--- src/rtl/fifo_axis_drain.sv ---
// Drains a first-word-fall-through FIFO into a valid/ready stream and adds tlast framing every PKT_LEN beats.
// A two-entry skid buffer lets the FIFO pop depend only on registered occupancy, never on m_tready.
module fifo_axis_drain #(
    parameter int WIDTH   = 32,
    parameter int PKT_LEN = 8
) (
    input  logic             clk,
    input  logic             reset,
    input  logic             fifo_empty,
    input  logic [WIDTH-1:0] fifo_data,
    output logic             r_ready,
    output logic             m_tvalid,
    input  logic             m_tready,
    output logic [WIDTH-1:0] m_tdata,
    output logic             m_tlast,
    output logic [15:0]      pkt_cnt
);

    localparam int BEAT_W = (PKT_LEN > 1) ? $clog2(PKT_LEN) : 1;
    localparam logic [BEAT_W-1:0] LAST_BEAT = BEAT_W'(PKT_LEN - 1);

    typedef enum logic [1:0] {
        EMPTY = 2'd0,
        ONE   = 2'd1,
        TWO   = 2'd2
    } occ_t;

    occ_t              occ, occ_next;
    logic [WIDTH-1:0]  slot0, slot0_next;
    logic [WIDTH-1:0]  slot1, slot1_next;
    logic [BEAT_W-1:0] beat, beat_next;
    logic [15:0]       pkt_next;
    logic              pop, take;

    // Pop uses only registered occupancy and the FIFO flag, so no path from m_tready.
    assign pop      = !reset && !fifo_empty && (occ != TWO);
    assign r_ready  = pop;
    assign m_tvalid = (occ != EMPTY);
    assign take     = m_tvalid && m_tready;
    assign m_tdata  = slot0;
    assign m_tlast  = m_tvalid && (beat == LAST_BEAT);

    always_ff @(posedge clk) begin
        if (reset) begin
            occ     <= EMPTY;
            slot0   <= '0;
            slot1   <= '0;
            beat    <= '0;
            pkt_cnt <= '0;
        end else begin
            occ     <= occ_next;
            slot0   <= slot0_next;
            slot1   <= slot1_next;
            beat    <= beat_next;
            pkt_cnt <= pkt_next;
        end
    end

    always_comb begin
        occ_next   = occ;
        slot0_next = slot0;
        slot1_next = slot1;
        unique case (occ)
            EMPTY: begin
                if (pop) begin
                    slot0_next = fifo_data;
                    occ_next   = ONE;
                end
            end
            ONE: begin
                // Pop and take together keep streaming at one word per clock.
                if (pop && !take) begin
                    slot1_next = fifo_data;
                    occ_next   = TWO;
                end else if (pop && take) begin
                    slot0_next = fifo_data;
                end else if (take) begin
                    occ_next = EMPTY;
                end
            end
            TWO: begin
                if (take) begin
                    slot0_next = slot1;
                    occ_next   = ONE;
                end
            end
            default: begin
                occ_next = EMPTY;
            end
        endcase
    end

    always_comb begin
        beat_next = beat;
        pkt_next  = pkt_cnt;
        if (take) begin
            if (beat == LAST_BEAT) begin
                beat_next = '0;
                pkt_next  = pkt_cnt + 16'd1;
            end else begin
                beat_next = beat + BEAT_W'(1);
            end
        end
    end

endmodule

--- config.mk ---
export PLATFORM = sky130hd
export DESIGN_NAME = fifo_axis_drain
export DESIGN_NICKNAME = d
export VERILOG_FILES = /design/src/rtl/fifo_axis_drain.sv
export SDC_FILE = /design/constraint.sdc
export NUM_CORES = 1
export LEC_CHECK = 0
export ABC_AREA = 0
export CAP_MARGIN = 0
export CORE_AREA = 2 2 92 94
export DETAILED_ROUTE_END_ITERATION = 8
export DIE_AREA = 0 0 94 96
export PLACE_DENSITY = 0.77
export SYNTH_ARGS = -nofsm -noshare
export SYNTH_HDL_FRONTEND = slang
export SYNTH_SLANG_ARGS = --single-unit
--- constraint.sdc ---
create_clock -name clk -period 2.39 [get_ports clk]
set_clock_uncertainty 0.15 [all_clocks]
set_input_delay 0.3585 -clock clk [delete_from_list [all_inputs] [get_ports clk]]
set_output_delay 0.3585 -clock clk [all_outputs]
set_load 0.005 [all_outputs]
==> reports/qor_table.md <==
| Group | Quantity | This run |
| --- | --- | --- |
| run status | Status | complete, no violations |
| cells and area | Post-layout instance area | 0.00502 sq mm |
| clocking | Clock input transition at the sequential cells of the worst setup and hold paths | 0.08 ns |
| cells and area | Ratio of cells with drive above 1 in the final layout | 18.8% |
| floorplanning | Core area | 0.00805 sq mm |
| global route | GRT overflow | 0 |
| yosys | Number of flops mapped to enable cells by yosys | 0 |
| cells and area | Area of all sequential standard cells | 0.00170 sq mm |
| timing | Min cycle time layout | 2.29 ns |
| place | Total placed instance area | 0.00478 sq mm |
| global route | Wire length of the first global-routing pass | 13700 um |
| power and ir drop | Power share of the clock group | 36.4% |
| yosys | Area share of the largest cell type after synthesis | 43.9% |
| run | Maximum Capacitance Violations | 0 |
| floorplanning | Die area | 0.00902 sq mm |
| setup path | Sort of element at the start of the critical path | flop |
| power and ir drop | Int Power | 2.39 mW |
| routing | Via density per instance | 5.24 |
| place | Gpl congestion | 0.775 |
| cells and area | Non-Filler Instances | 625 |
| floorplanning | Die width | 94 um |
| yosys | Count of distinct cell types in the synthesized netlist | 38 |
| clocking | Insertion delay of the later-clocked pin in the worst-skew pair | 0.34 ns |
| yosys | Share of async-settable or async-resettable flops after synthesis | 0% |
| power and ir drop | Pwr dens | 627 mW/mm^2 |
| yosys | Number of register bits inferred by synthesis | 85 |
| routing | Drc violations | 0 |
| cells and area | Final Net Count | 554 |
| setup path | Required @ worst endpoint | 1.88 ns |
| place | I/O Buffers | 86 |
| clocking | Clock H-tree levels | 3 |
| setup path | Worst stage delay on the critical path | 0.62 ns |
| global route | Via count of the first global-routing pass | 3032 |
| clocking | Clock sink total | 85 |
| timing | Crit path setup slack, layout | 0.0978 ns |
| cells and area | Diode count | 0 |
| cells and area | Final core utilization | 62.4% |
| power and ir drop | Power dissipated by switching net loads | 0.758 mW |
| timing | Setup repair after global routing missed its margin | false |
| power and ir drop | IR drop worst, VDD | 0.328 mV |
| routing | Initial drt markers | 104 |
| place | DP Worst Slack | 0.0399 ns |
| routing | First-pass detailed-route iteration total | 4 |
| timing | Final Hold Violating Endpoints | 0 |
| yosys | Cell area after technology mapping | 0.00387 sq mm |
| cells and area | Synth-to-Final Area Change | 29.6% |
| clocking | Clock Tree Buf Depth | 2 |
| yosys | Top cell type by total area after synthesis | dfxtp_1 |
| setup path | CP bufs+invs | 1 |
| timing | Number of slew-limit violations in the final report | 0 |
| clocking | CTS Hold Buffers Added | 0 |
| routing | Average wire per standard cell | 13.2 um |
| place | Dpl hpwl | 5580 um |
| yosys | Avg Cell Area, Syn | 8.81 sq um |
| yosys | Cells after Synth | 440 |
| clocking | CTS Buf Count | 9 |
| setup path | Arrival time at the worst endpoint | 1.78 ns |
| hold path | Worst min path class | input port to flop |
| routing | Routed Wire Length | 8260 um |
| timing | Final worst path period share | 95.9% |
| floorplanning | Total number of placement rows | 33 |
| setup path | Endpoint class of the critical path | output pin |
| clocking | Clock tree from TritonCTS | done |
| global route | Pin count of the biggest net entering global routing | 51 |
| timing | Headroom to the max-slew limit | 55.6% |
| yosys | Sequential element share of the synthesized area | 43.9% |
| timing | Slew of the pin with the lowest slew margin | 0.666 ns |
| cells and area | Area of the multi-input gates | 0.00195 sq mm |
| global route | Antenna violations before repair | 0 |
| yosys | Synth cell count leaders | nand2_1 (136), dfxtp_1 (85), a21oi_1 (40) |
| floorplanning | Die span in y | 96 um |
| setup path | Cell with the largest stage delay on the worst path | dfxtp_1 |
| clocking | Buffer cell driving the clock tree root | clkbuf_8 |
| setup path | Family with the most delay on the worst path | flip-flops |
| yosys | Total of warnings raised by yosys | 0 |
| power and ir drop | Switching fraction of total power | 24.1% |
| setup path | Ordered list of cells on the worst path | or2_2, and2_1, clkdlybuf4s50_1 |
| floorplanning | Number of ports placed on the die boundary | 87 |
| setup path | Highest fanout seen on the critical path | 12 |
| setup path | Setup CP Type | flop to output pin |
| global route | Overall global routing resource usage | 18.9% |
| routing | Routed vias | 3276 |
| timing | Final setup TNS | 0 ns |
| floorplanning | Initial Util | 48.1% |
| yosys | Number of nets in the synthesized netlist | 479 |
| power and ir drop | Flop pwr share | 48.5% |
| routing | Count of antenna-violating nets left after detailed routing | 0 |
| timing | Peak Freq | 436 MHz |
| place | Placed Cells incl. Taps | 609 |
| power and ir drop | Static leakage | 1.75 nW |
| power and ir drop | Gate power share | 15.1% |
| yosys | Most frequent cell after synthesis | nand2_1 |
| timing | Total setup violations reported at the end of the flow | 0 |
| yosys | Dominant synthesized flop cell | dfxtp_1 |
| yosys | Leading cell types by total area after synthesis | dfxtp_1 (44%), nand2_1 (13%), a311oi_2 (12%) |
| cells and area | Final-layout fill cell count | 700 |
power by group through the flow:
stage	clock network (mW)	logic, mW	registers, mW
5_1_grt	1.23	0.520	1.54
4_1_cts	1.18	0.480	1.53
3_3_place_gp	0	0.470	1.56
2_1_floorplan	0	0.279	1.56
6_report	1.14	0.476	1.53
3_5_place_dp	0	0.478	1.56
cells in the final DEF, fill, tap and decap left out, types with 2 or more instances in the layout:
| master | Yosys | routed |
|---|---|---|
| clkinv_4 | 0 | 2 |
| bufinv_16 | 0 | 2 |
| clkdlybuf4s50_1 | 0 | 85 |
| ha_1 | 3 | 2 |
| buf_12 | 3 | 4 |
| nor2_2 | 28 | 28 |
| and2_1 | 4 | 4 |
| or3_1 | 2 | 2 |
| a311oi_2 | 32 | 32 |
| nand4b_1 | 2 | 2 |
| nor3_1 | 7 | 7 |
| nor2b_1 | 3 | 2 |
| xnor2_1 | 6 | 6 |
| dfxtp_1 | 85 | 85 |
| o21ai_0 | 5 | 5 |
| inv_1 | 2 | 2 |
| nor2_1 | 21 | 21 |
| buf_4 | 1 | 9 |
| nand2_1 | 136 | 136 |
| and3_1 | 3 | 3 |
| nand3_1 | 4 | 4 |
| and4_1 | 2 | 2 |
| nand4_1 | 2 | 2 |
| mux2i_1 | 3 | 3 |
| clkbuf_8 | 0 | 11 |
| nor4_1 | 2 | 2 |
| xor2_1 | 4 | 4 |
| a21oi_1 | 40 | 40 |
final cells by class:
cell class | instances | area share (%)
clock inverter | 5 | 1.64
multi-input combinational | 319 | 38.8
timing repair buffer | 98 | 19.9
clock buffer | 11 | 3.02
inverter | 2 | 0.150
tap | 105 | 2.62
sequential | 85 | 33.9
final timing paths:
check                         start                        to  slack [ns]  cells past startpoint
max reg2reg    beat[0]$_SDFFE_PP0P_  pkt_cnt[15]$_SDFFE_PP0P_        0.21                      6
min reg2reg  slot1[29]$_SDFFE_PP0P_    slot1[29]$_SDFFE_PP0P_        0.31                      2
min                           reset  m_tdata[26]$_SDFFE_PP0P_        0.23                      2
max             occ[1]$_SDFFE_PP0P_                   m_tlast         0.1                      3
metrics by stage:
stage	power, mW	hold slack, ns
floorplan	1.83	0.287
global placement	2.03	0.291
global route	3.29	0.224
detailed placement	2.04	0.297
finish	3.15	0.227
CTS	3.19	0.214
registers in the layout (all words and copies together) (netlist names):
name and count:
m_tdata 32, slot1 32, pkt_cnt 16, beat 3, occ 2
routing by layer:
metal	track usage (%)	up-vias	part of all wire, %	routed length [um]
met5	0	-	0	0
met4	7.73	0	1.8	145
met3	3.92	14	4.6	376
met2	31.5	80	47	3880
met1	24.0	1541	47	3860
li1	-	1641	-	-
repair_timing:
action / in CTS / in global routing
resized for setup: 0 / 1
buffers inserted: 0 / 0
endpoints found under the setup margin: 0 / 1
kinds of logic after synthesis:
family | Yosys count | synth area share, %
flip-flops | 85 | 43.9
XOR/XNOR | 10 | 2.26
AND/OR/NAND/NOR | 221 | 26.0
buffers and inverters | 36 | 6.17
adder cells (fa/ha/maj) | 3 | 0.969
AO/OA/AOI/OAI | 81 | 19.7
multiplexers | 4 | 1.07
No activity file was read; power rests on OpenSTA's default activity.
